### src/rtl/d_branch_pred_cmp_pkg.sv
// Shared encodings for the D-stage branch resolver: branch type codes and
// 2-bit predictor counter states, plus the counter step helper.
package d_branch_pred_cmp_pkg;

  localparam logic [2:0] B_NONE = 3'd0;
  localparam logic [2:0] B_BEQ  = 3'd1;
  localparam logic [2:0] B_BNE  = 3'd2;
  localparam logic [2:0] B_BLEZ = 3'd3;
  localparam logic [2:0] B_BGEZ = 3'd4;
  localparam logic [2:0] B_BGTZ = 3'd5;
  localparam logic [2:0] B_BLTZ = 3'd6;

  localparam logic [1:0] SNT = 2'b00;
  localparam logic [1:0] WNT = 2'b01;
  localparam logic [1:0] WT  = 2'b10;
  localparam logic [1:0] ST  = 2'b11;
  localparam logic [1:0] COUNTER_RESET = WNT;

  // Saturating step: dir=1 moves toward strongly taken, dir=0 toward strongly not-taken.
  function automatic logic [1:0] sat_step(input logic [1:0] c, input logic dir);
    if (dir) return (c == ST) ? ST : c + 2'd1;
    else     return (c == SNT) ? SNT : c - 2'd1;
  endfunction

endpackage

### src/rtl/d_branch_pred_cmp_sat_counter.sv
// One 2-bit saturating predictor counter; the BHT is an array of these.
module bp_sat_counter
  import d_branch_pred_cmp_pkg::*;
(
  input  logic       clk,
  input  logic       reset,
  input  logic       en,
  input  logic       dir,
  output logic [1:0] cnt
);

  always_ff @(posedge clk or negedge reset) begin
    if (!reset)  cnt <= COUNTER_RESET;
    else if (en) cnt <= sat_step(cnt, dir);
  end

endmodule

### src/rtl/d_branch_pred_cmp.sv
// D-stage branch resolver with a PC-indexed 2-bit BHT, mispredict flag and
// saturating perf counters for resolved branches and mispredictions.
module d_branch_pred_cmp
  import d_branch_pred_cmp_pkg::*;
#(
  parameter int WIDTH     = 32,
  parameter int BHT_DEPTH = 64,
  parameter int STAT_W    = 32
) (
  input  logic              clk,
  input  logic              reset,
  input  logic [WIDTH-1:0]  f_pc,
  output logic              f_pred_taken,
  input  logic              d_valid,
  input  logic              d_stall,
  input  logic [WIDTH-1:0]  d_pc,
  input  logic [2:0]        d_type,
  input  logic [WIDTH-1:0]  d_rs,
  input  logic [WIDTH-1:0]  d_rt,
  input  logic              d_pred_taken,
  output logic              b_jump,
  output logic              mispredict,
  input  logic              clr_stats,
  output logic [STAT_W-1:0] br_count,
  output logic [STAT_W-1:0] mis_count
);

  localparam int IDX_W = $clog2(BHT_DEPTH);
  localparam logic [STAT_W-1:0] STAT_ONE = {{(STAT_W-1){1'b0}}, 1'b1};

  function automatic logic [STAT_W-1:0] sat_inc(input logic [STAT_W-1:0] v);
    return (&v) ? v : v + STAT_ONE;
  endfunction

  logic signed [WIDTH-1:0] rs_s;
  logic                    eq, z, neg, cond, is_br, upd;
  logic [IDX_W-1:0]        f_idx, d_idx;
  logic [1:0]              cnt [BHT_DEPTH];
  logic [BHT_DEPTH-1:0]    en;
  logic                    unused_pc_bits;

  assign rs_s  = d_rs;
  assign eq    = (d_rs == d_rt);
  assign z     = (d_rs == '0);
  assign neg   = rs_s[WIDTH-1];
  assign is_br = d_valid && (d_type != B_NONE) && (d_type != 3'd7);

  always_comb begin
    cond = 1'b0;
    case (d_type)
      B_BEQ:   cond = eq;
      B_BNE:   cond = !eq;
      B_BLEZ:  cond = neg || z;
      B_BGEZ:  cond = !neg;
      B_BGTZ:  cond = !neg && !z;
      B_BLTZ:  cond = neg;
      default: cond = 1'b0;
    endcase
  end

  assign b_jump     = is_br && cond;
  assign mispredict = is_br && (b_jump != d_pred_taken);
  assign upd        = is_br && !d_stall;

  // Word-aligned PCs: bits [1:0] never select an entry; no tag, so aliasing is expected.
  assign f_idx = f_pc[IDX_W+1:2];
  assign d_idx = d_pc[IDX_W+1:2];
  assign unused_pc_bits = ^{f_pc[WIDTH-1:IDX_W+2], f_pc[1:0], d_pc[WIDTH-1:IDX_W+2], d_pc[1:0]};

  for (genvar i = 0; i < BHT_DEPTH; i++) begin : g_bht
    assign en[i] = upd && (d_idx == IDX_W'(i));
    bp_sat_counter u_cnt (
      .clk   (clk),
      .reset (reset),
      .en    (en[i]),
      .dir   (b_jump),
      .cnt   (cnt[i])
    );
  end

  // Lookup reads registered counters only, so a same-cycle write is not bypassed.
  assign f_pred_taken = cnt[f_idx][1];

  always_ff @(posedge clk or negedge reset) begin
    if (!reset) begin
      br_count  <= '0;
      mis_count <= '0;
    end else if (clr_stats) begin
      br_count  <= '0;
      mis_count <= '0;
    end else if (upd) begin
      br_count <= sat_inc(br_count);
      if (mispredict) mis_count <= sat_inc(mis_count);
    end
  end

endmodule

### config.mk
export PLATFORM = sky130hd
export DESIGN_NAME = d_branch_pred_cmp
export DESIGN_NICKNAME = d
export VERILOG_FILES = /design/src/rtl/d_branch_pred_cmp_pkg.sv /design/src/rtl/d_branch_pred_cmp_sat_counter.sv /design/src/rtl/d_branch_pred_cmp.sv
export SDC_FILE = /design/constraint.sdc
export NUM_CORES = 1
export LEC_CHECK = 0
export ABC_CLOCK_PERIOD_IN_PS = 39500
export CAP_MARGIN = 20
export CORE_ASPECT_RATIO = 1.25
export CORE_MARGIN = 3
export CORE_UTILIZATION = 55
export CTS_CLUSTER_SIZE = 25
export DETAILED_ROUTE_END_ITERATION = 10
export HOLD_SLACK_MARGIN = 0.03
export PLACE_DENSITY_LB_ADDON = 0.3
export REMOVE_ABC_BUFFERS = 1
export SLEW_MARGIN = 5
export SYNTH_ARGS = -nofsm -noshare
export SYNTH_HDL_FRONTEND = slang
export SYNTH_HIERARCHICAL = 1
export SYNTH_SLANG_ARGS = --single-unit
### constraint.sdc
create_clock -name clk -period 39.5 [get_ports clk]
set_clock_uncertainty 0.1 [all_clocks]
set_input_delay 5.925 -clock clk [delete_from_list [all_inputs] [get_ports clk]]
set_output_delay 5.925 -clock clk [all_outputs]
set_load 0.005 [all_outputs]
After elaboration in Yosys (flattened, before gate mapping) --
Index checks and enable logic that the tools add are counted.
Storage, ports and cells: output and inout port bits 67, bits of input ports 137, register bits after elaboration 192
Operators by class: reductions and logical operators 148, equal/unequal tests 138, $lt $le $gt $ge 1, mux-type cells 203, bitwise gates (word level) 1, add/subtract/negate cells 130
Operators by type and width (number):
- 2-bit 2-to-1 mux | 194
- 32-bit 2-to-1 mux | 7
- 6-bit equality test (second input constant) | 32
- 2-bit by 1-bit adder with 2-bit output (second input constant) | 64
- 2-bit equality test (second input constant) | 64
- 2-bit zero test | 64
- 2-bit by 1-bit subtractor with 2-bit output (second input constant) | 64
- 6-bit by 5-bit equality test with 1-bit output (second input constant) | 16
- 1-bit logical AND | 70
- 32-bit by 1-bit adder with 32-bit output (second input constant) | 2
- 32-bit AND reduction | 2
- 6-bit by 4-bit equality test with 1-bit output (second input constant) | 8
- 32-bit equality test | 1
- 32-bit zero test | 1
- 6-bit by 3-bit equality test with 1-bit output (second input constant) | 4
- 2-bit binary-select mux with 6-bit select | 1
- 6-bit by 2-bit equality test with 1-bit output (second input constant) | 2
- 3-bit equality test (second input constant) | 3
- 7-bit >= comparator (second input constant) | 1
- 6-bit inverter with 7-bit output | 1
- 3-bit by 2-bit equality test with 1-bit output (second input constant) | 2
- 6-bit by 1-bit equality test with 1-bit output (second input constant) | 1
- 6-bit zero test | 1
- 1-bit one-hot mux with 6 select lines | 1
- 10 further kinds | 15

Longest topological paths before layout --
Gate-level depths: netlist of run 1.
word-level depth 10, mapped depth 10, gate-level depth less buffers 8

Hierarchy --
Netlist of run 1, hierarchy kept.
By module, submodules not included:
- bp_sat_counter | area each 113.9 µm², cells an instance 11, times used 64, seq. area each 51.3 µm²
- d_branch_pred_cmp | area each 4922.2 µm², cells an instance 580, times used 1, seq. area each 1601.5 µm²

Least setup slack after synthesis of run 1 --
Ideal clock, no wire load.
kind in2out, start point input port d_rs[17], end point output port b_jump, arrival 25.288 ns, stages 5, slack 8.187 ns, cell sequence xor2_1 -> nor4_1 -> and4_1 -> a21oi_1 -> nor4b_1
On the way: longest elaborated chain between the ends 5, elaborated cells on any way between the ends 8, those cells by class 1 x eq/ne; 1 x mux; 6 x reduce/logical
Ends and longest elaborated chain:
- start: declaration | line d_branch_pred_cmp.sv:18 | input logic [WIDTH-1:0] d_rs,
- 32-bit zero test | line d_branch_pred_cmp.sv:44 | assign z = (d_rs == '0);
- 1-bit zero test | line d_branch_pred_cmp.sv:55 | B_BGTZ: cond = !neg && !z;
- 1-bit logical AND | line d_branch_pred_cmp.sv:55
- 1-bit one-hot mux with 6 select lines (*) | line d_branch_pred_cmp.sv:50 | case (d_type)
- 1-bit logical AND (*) | line d_branch_pred_cmp.sv:61 | assign b_jump = is_br && cond;
- end: declaration | line d_branch_pred_cmp.sv:21 | output logic b_jump,
Every way passes the cells marked *; elsewhere a longest branch is shown, timed or not.

Final worst setup path of run 1 --
start point input port f_pc[3], end point output port f_pred_taken
On the way: longest elaborated chain between the ends 4
Ends and longest elaborated chain:
- start: declaration | line d_branch_pred_cmp.sv:12 | input logic [WIDTH-1:0] f_pc,
- 6-bit inverter with 7-bit output (not written as such) | line d_branch_pred_cmp.sv:82 | assign f_pred_taken = cnt[f_idx][1];
- 2-bit binary-select mux with 6-bit select | line d_branch_pred_cmp.sv:82
- 2-bit 2-to-1 mux (not written as such) (2 in a row) | line d_branch_pred_cmp.sv:82
- end: declaration | line d_branch_pred_cmp.sv:13 | output logic f_pred_taken,
Every way passes these cells. The select of a mux whose other input is x is not followed.

==> impl_metrics.yaml, run 1 <==
drt:
  drtIter0Drc: 627
  ant_nets: 0
  drt-vias-per-instance: 5.87
  drc: 0
  wire_per_inst_um: 17.0
  vias: 10100
  wl_um: 29300
  dr.pass1.iters: 4
power:
  p_leak_uw: 0.00690
  p_int_uw: 325
  total_switching_power_uw: 116
  p_per_area_nw_per_um2: 30.1
  swShare_pct: 26.3
  vdd_drop_max_mv: 0.0310
  clkPwrFrac_pct: 40.4
  power_frac_seq_pct: 47.9
  p_comb_share_pct: 11.7
  power.total_uw: 441
cts:
  cts.path.max_buffers: 2
  root_buffer: "clkbuf_16"
  cts_made_buffers: 17
  cts_tree: "built"
  cts_resized: 0
  ctsHoldBuffers: 0
  cts_setup_buffers: 0
  clock_latency_ps: 440
  clock_sinks: 192
  cts.reportedPaths.clkPinSlew_ps: 70
  htreeDepth: 4
worst_setup_path:
  worstRegToRegCells: 8
  crit_buf_inv: 2
  crit_type: "in2out"
  cp_top_family: "buffers and inverters"
  critPathCaptureType: "output pin"
  r2r-end: "mis_count[13]"
  critPathMaxFanout: 16
  worstPathArrival_ps: 9040
  cp_cell_sequence: "clkdlybuf4s50_1, mux4_2, mux4_2, mux4_2, clkdlybuf4s50_1"
  cp_common_cell: "mux4_2"
  crit_start: "f_pc[3]"
  r2r-start: "mis_count[11]"
  cpPeakStageDelay_ps: 1200
  startpoint_type: "input port"
  worstPathRequired_ps: 33480
  worst-r2r-setup-slack_ps: 36230
  cp_slowest_cell: "clkdlybuf4s50_1"
floorplan:
  initial_core_util_pct: 56.3
  die_h_um: 173
  ioPinCount: 204
  num_rows: 60
  core_um2: 21700
  die_w_um: 139
  dieArea_um2: 24000
synthesis:
  yosysMostFrequentCell: "inv_1"
  synth_edf_count: 0
  avgSynthCellArea_um2: 9.51
  synth_commonest_cells: "137 x inv_1, 128 x dfrtp_1, 111 x nor2_1, 93 x a21oi_1, 71 x nor2b_1"
  ys_types: 56
  seq_area_frac_synth_pct: 40.0
  synth_warnings: 6
  ys.flop_type: "dfrtp_1"
  syn_inst: 1284
  yosys-top-cells-area: "dfrtp_1 26%, dfstp_2 14%, o211ai_2 6.6%, mux2i_1 5.3%, inv_1 4.2%"
  ys_ff_latch: 192
  ys_async_sr_fraction_pct: 100
  syn-cell-area_um2: 12200
  synth_top_cell_area_share_pct: 26.2
  synth_largest_area_cell: "dfrtp_1"
place:
  portBuffers: 151
  place_inst: 1695
  dp.final_hpwl_um: 20100
  gp_congestion: 0.882
  post_dp_cell_area_um2: 14000
outcome:
  status: "finished clean"
grt:
  grt_pass1_wl_um: 48500
  grt_pass1_vias: 10000
  grt_max_degree: 101
  gr-total-overflow: 0
  grt_usage_pct: 24.1
  antenna_found_initial: 0
cells_and_area:
  n_fill_cell: 1715
  drive_above_1_share_pct: 14.2
  final_util_pct: 67.4
  diodes: 0
  fin_nets: 1574
  area_growth_pct: 19.8
  stdcell_count: 1727
  fin_area_um2: 14600
flow_run:
  maxCapViolCount: 0
timing:
  clock.fmax_mhz: 66.4
  drv_slew: 0
  fin_setup_tns_ps: 0
  worst_pin_slew_ps: 1100
  rsz0062_at_grt: "false"
  slew_headroom_pct: 26.2
  finalCritPeriodShare_pct: 38.1
  hold_viol_final: 0
  setup-violations-final: 0
  min_period_ps: 15060
worst_hold_path:
  hold_path_class: "reg2reg"
  holdPathEnd: "g_bht[26].u_cnt/cnt[1]"
  worstHoldPathCells: 2
  min_from: "g_bht[26].u_cnt/cnt[0]"
metal layers:
metal	vias to the layer above	share of wire, %	track usage [%]
li1	4895	-	-
met1	4951	44	31.8
met3	50	5.1	4.95
met5	-	0	0
met4	0	2.2	8.16
met2	245	49	39.9
worst max path at each step:
stage          slack, ps            to  cells after the start
2_1_floorplan       8190        b_jump                      5
3_3_place_gp       24470  f_pred_taken                      5
6_report           24440  f_pred_taken                      5
3_5_place_dp       24460  f_pred_taken                      5
4_1_cts            24460  f_pred_taken                      5
5_1_grt            24350        b_jump                      8
power groups by stage:
stage	combinational [uW]	clock [uW]	sequential [uW]
final	51.4	178	211
after detailed placement	51.5	0	215
after floorplan	31.3	0	213
after CTS	51.8	181	211
after global placement	50.2	0	214
after global routing	56.5	190	212
per-stage QoR:
| stage | hold slack [ps] | setup slack, ps |
|---|---|---|
| after global routing | 458 | 24350 |
| after global placement | 423 | 24470 |
| after CTS | 444 | 24460 |
| after detailed placement | 433 | 24460 |
| final | 442 | 24440 |
| after floorplan | 416 | 8190 |
state kept, by name (all words and copies together), names as in the netlist:
register	count
g_bht.u_cnt/cnt	128
mis_count	32
br_count	32
layout by cell type (no fill, tap or decap), drive strengths merged, types with 4 or more instances in the layout:
cell,count
nand3b,64
and3,14
mux4,21
nor2,111
nand2b,4
xnor2,10
nor2b,71
o22ai,64
inv,142
o31ai,4
mux2,4
or3,20
nand3,38
nand2,44
clkbuf,18
or4,8
clkdlybuf4s50,149
o21ai,20
and4,10
o211ai,70
buf,9
dfstp,64
nand4,18
dfrtp,128
mux2i,65
nor3,6
nor4,21
or2b,64
o41ai,4
xor2,46
or2,6
a21oi,93
clkinv,5
cell type report:
class                   instances  area [um^2]  area share (%)
well taps                     279          349            2.39
clock buffers                  17          425            2.91
flip-flops and latches        192         4880            33.4
inverters                     137          514            3.52
clock inverters                15          175            1.20
repair buffers                159         1570            10.7
multi-input cells             928         6710            45.9
tightest hold or removal path, delay by kind of cell, from the launching register on:
family	cells	cell delay (ps)
DFF	1	390
AOI/OAI and AO/OA	1	70
buffers and inverters	1	50
cells by family (layout without fill, tap and decap cells):
family | after synthesis | in the layout | share of synthesized area [%]
flip-flops | 192 | 192 | 40.0
adder cells (fa/ha/maj) | 2 | 2 | 0.205
AO/OA/AOI/OAI | 273 | 273 | 16.9
XOR/XNOR | 56 | 56 | 4.02
buffers and inverters | 164 | 328 | 5.12
AND/OR/NAND/NOR | 507 | 507 | 24.2
multiplexers | 90 | 90 | 9.57
(Power assumes the default switching activity.)
==> run 2, diff against run 1 <==
- ABC_CLOCK_PERIOD_IN_PS: 39500 -> 15650
- clock period: 39.5 -> 15.65 ns (I/O delays scaled with it)
==> run 2 against run 1 <==
- setup slack got worse by 17000 ps
- register-to-register slack got worse by 24000 ps
- core utilization fell by 0.13 points
- count of clock-buffer cells in the layout rose by 1
- highest routed layer unchanged
- global-route usage fell by 0.080 points
- die area did not move
- combinational power rose to 2.5 times the previous value
==> impl_metrics.yaml, run 2 (synthesis gave the netlist of run 1 again) <==
cts:
  cts.reportedPaths.clkPinSlew_ps: 70
  cts_resized: 0
  cts.path.max_buffers: 2
  clock_latency_ps: 440
  ctsHoldBuffers: 0
  cts_tree: "built"
  root_buffer: "clkbuf_16"
  clock_sinks: 192
  cts_made_buffers: 17
  cts_setup_buffers: 0
  htreeDepth: 4
worst_setup_path:
  critPathCaptureType: "output pin"
  worstPathArrival_ps: 5480
  cp_common_cell: "mux4_2"
  cp_cell_sequence: "clkdlybuf4s50_1, mux4_2, mux4_2, mux4_2, clkdlybuf4s50_1"
  worstPathRequired_ps: 13200
  critPathMaxFanout: 16
  cp_slowest_cell: "clkdlybuf4s50_1"
  crit_type: "in2out"
  cp_top_family: "buffers and inverters"
  crit_buf_inv: 2
  startpoint_type: "input port"
  cpPeakStageDelay_ps: 1230
floorplan:
  num_rows: 60
  die_w_um: 139
  ioPinCount: 204
  core_um2: 21700
  dieArea_um2: 24000
  die_h_um: 173
  initial_core_util_pct: 56.3
cells_and_area:
  largest_reg_flops: 128
  diodes: 0
  top_regs: "g_bht.u_cnt/cnt (128), br_count (32), mis_count (32)"
  layout_common_cells: "149 x clkdlybuf4s50_1, 137 x inv_1, 128 x dfrtp_1"
  regMostFlops: "g_bht.u_cnt/cnt"
  fin_nets: 1572
  drive_above_1_share_pct: 14.0
  mostFrequentLayoutCell: "clkdlybuf4s50_1"
  area_growth_pct: 19.5
  stdcell_count: 1725
drt:
  dr.pass1.iters: 5
  drtIter0Drc: 593
  drt-vias-per-instance: 5.87
  vias: 10100
  wire_per_inst_um: 16.9
  drc: 0
  wl_um: 29200
  ant_nets: 0
timing:
  rsz0062_at_grt: "false"
  slew_headroom_pct: 23.6
  min_period_ps: 7930
  worst_pin_slew_ps: 1140
  finalCritPeriodShare_pct: 50.6
  hold_viol_final: 0
  setup-violations-final: 0
  clock.fmax_mhz: 126
  drv_slew: 0
place:
  portBuffers: 151
  gp_congestion: 0.877
  place_inst: 1693
  dp.final_hpwl_um: 19900
grt:
  grtUsageMet1_pct: 31.8
  met2_usage_pct: 39.3
  gr-total-overflow: 0
  top_usage_layer: "met2"
  grt_pass1_wl_um: 48400
  grt_max_degree: 257
  grt_usage_pct: 24.0
  grt_pass1_vias: 9949
  met3_usage_pct: 4.67
  antenna_found_initial: 0
power:
  p_leak_uw: 0.00688
  power.total_uw: 1090
  vdd_drop_max_mv: 0.0681
  p_per_area_nw_per_um2: 74.7
flow_run:
  maxCapViolCount: 0
worst_hold_path:
  hold_path_class: "reg2reg"
outcome:
  status: "finished clean"
run 2: cell types whose count changed in the layout (fill, tap and decap cells not counted), moves of 2 or more:
cell	delta
buf_4	-3
bufinv_16	-2
clkinv_2	-2
inv_8	+2
run 2: layer usage:
layer | vias up | part of all wire, %
met2 | 237 | 49
met4 | 0 | 2.8
met3 | 50 | 4.7
met5 | - | 0
met1 | 4945 | 43
li1 | 4892 | -
run 2: worst paths after layout:
| path | endpoint | depth (start not counted) | slack, ps | startpoint |
|---|---|---|---|---|
| worst max-delay path | f_pred_taken | 5 | 7720 | f_pc[3] |
| worst min-delay path | g_bht[9].u_cnt/cnt[1] | 2 | 440 | g_bht[9].u_cnt/cnt[0] |
| worst max register to register | mis_count[13] | 8 | 12320 | mis_count[11] |
| worst min register to register | g_bht[9].u_cnt/cnt[1] | 2 | 440 | g_bht[9].u_cnt/cnt[0] |
| max in group asynchronous | mis_count[18] | 2 | 12320 | reset |
| min in group asynchronous | g_bht[33].u_cnt/cnt[1] | 1 | 1810 | reset |
run 2: per-stage QoR:
step                setup slack (ps)  area (um^2)  util (%)  TNS [ps]  hold WS [ps]
floorplan                      -8510        12100         -   -995360           416
global placement                7770        14000      64.6         0           424
detailed placement              7740        14000      64.6         0           430
CTS                             7740        14600      67.3         0           441
global route                    7700        14600      67.3         0           456
finish                          7720        14600      67.3         0           440
run 2: layout make-up:
type | count | area [um^2]
timing repair buffer | 157 | 1570
fill | 1696 | 7100
clock buffer | 18 | 429
inverter | 137 | 514
tap | 279 | 349
sequential | 192 | 4880
clock inverter | 14 | 145
multi-input combinational | 928 | 6710
run 2: worst min-delay path, stage by stage (launching register included):
cell	delay [ps]
dfstp_2	380
inv_1	50
o22ai_1	70
run 2: power breakdown:
part / internal [uW] / switching [uW] / total (uW) / leakage, uW
clock: 213 / 214 / 427 / 0.000275
combinational: 60.2 / 69.8 / 130 / 0.00448
sequential: 519 / 14.2 / 533 / 0.00213
total: 792 / 298 / 1090 / 0.00688
==> RTL change: new RTL, config.mk and constraints of run 2 <==
Reset style: synchronous (`reset`), changed in 2 clocked blocks.
--- a/src/rtl/d_branch_pred_cmp_sat_counter.sv
+++ b/src/rtl/d_branch_pred_cmp_sat_counter.sv
@@ -9,7 +9,7 @@
   output logic [1:0] cnt
 );
 
-  always_ff @(posedge clk or negedge reset) begin
+  always_ff @(posedge clk) begin
     if (!reset)  cnt <= COUNTER_RESET;
     else if (en) cnt <= sat_step(cnt, dir);
   end
--- a/src/rtl/d_branch_pred_cmp.sv
+++ b/src/rtl/d_branch_pred_cmp.sv
@@ -81,7 +81,7 @@
   // Lookup reads registered counters only, so a same-cycle write is not bypassed.
   assign f_pred_taken = cnt[f_idx][1];
 
-  always_ff @(posedge clk or negedge reset) begin
+  always_ff @(posedge clk) begin
     if (!reset) begin
       br_count  <= '0;
       mis_count <= '0;
Check against the original RTL: differs if reset is asserted again (counterexample within 4 cycles, from zero or initial values and one cycle with reset low); with reset held inactive, the same outputs for 4 cycles.
==> RTL change against run 2 <==
Synthesized area shrank 9.7%. Cell count shrank 0.52%. Core utilization grew 1.4 points. Power shrank 2.4%. Count of clock-buffer cells in the layout grew 1. Worst setup slack lost 0.0036 ns. Register-to-register slack gained 0.63 ns. Worst hold slack lost 0.040 ns. Sequential cell count is the same. Design area shrank 8.1%. Combinational power shrank 7%. Wire length shrank 6.8%. Critical path type unchanged. Critical endpoint unchanged.
==> RTL change: results (changes against run 2) <==
grt_max_degree: 134  # -48%
switching_power_mw: 0.279  # -6.1%
post_drt_wl_per_cell_um: 15.9  # -6.4%
yosys_warnings: 6  # unchanged
wirelength_mm: 27.2  # -6.8%
synth_compound_area_share_pct: 23.1  # +6.2 points
grt_pass1_wl_mm: 45.3  # -6.6%
hp-start: "br_count[1]"
fin_nets: 1577  # +0.32%
p_leak_nw: 5.33  # -23%
peakVddDrop_uv: 82.7  # +21%
use_met1_pct: 31.1  # -0.68 points
vias: 10132  # +0.079%
drt_iter0_markers: 684  # +15%
drt-met1-wl_mm: 12.1  # -4.7%
first_global_vias: 9479  # -4.7%
use_met3_pct: 5.15  # +0.47 points
tightestPinTransition_ns: 1.15  # +0.00704 ns
p_clk_mw: 0.436  # +2%
synth.area.mux_share_pct: 4.38  # -5.2 points
routabilityCongestion: 0.850  # -3.1%
path_max_fanout: 16  # unchanged
track_usage_pct: 24.7  # +0.67 points
startpoint: "f_pc[3]"
dr_wl_met2_mm: 13.6  # -5.7%
timing.rr.start: "mis_count[0]"
async_flop_share_pct: 0  # -100 points
status: "finished, final reports clean"
yosys-top-cells-count: "192 x dfxtp_1, 169 x nor2_1, 131 x nand2b_1"
ys_types: 50  # -11%
grtUsageMet2_pct: 42.8  # +3.5 points
total_power_mw: 1.06  # -2.4%
synthesis.area_mm2: 0.0110  # -9.7%
reg_top3: "g_bht.u_cnt/cnt (128), br_count (32), mis_count (32)"
dp.cells: 1683  # -0.59%
placed_cell_area_mm2: 0.0128  # -8.7%
wl_met3_mm: 1.20  # -13%
dp_slack_ns: 7.79  # +0.0475 ns
post-dp-hpwl_mm: 18.6  # -6.7%
synth-adder-area-share_pct: 0.227  # +0.022 points
yosys-top-cells-area: "dfxtp_1 35%, nand2b_1 7.4%, a32o_1 5.8%"
syn_area_per_cell_um2: 8.55  # -10%
-- RTL change: changes by cell type after synthesis, moves of 67 or more --
| cell | run 2 | this run |
|---|---|---|
| and2_1 | 3 | 73 |
| nor2b_1 | 71 | 4 |
| dfxtp_1 | 0 | 192 |
| a21oi_1 | 93 | 24 |
| inv_1 | 137 | 65 |
| dfrtp_1 | 128 | 0 |
| nand2b_1 | 4 | 131 |
-- RTL change: area by class of cell --
| class | instances | area [µm²] |
|---|---|---|
| clock buffers | 19 | 443 |
| clock inverters | 13 | 151 |
| fillers | 1637 | 6120 |
| inverters | 65 | 244 |
| multi-input cells | 1002 | 6810 |
| flip-flops and latches | 192 | 3840 |
| well taps | 265 | 332 |
| repair buffers | 160 | 1600 |
-- RTL change: final timing paths --
kind | endpoint | slack [ns] | cells past startpoint
max | f_pred_taken | 7.72 | 5
min | br_count[1] | 0.40 | 2
max reg2reg | mis_count[17] | 12.95 | 8
min reg2reg | br_count[1] | 0.40 | 2
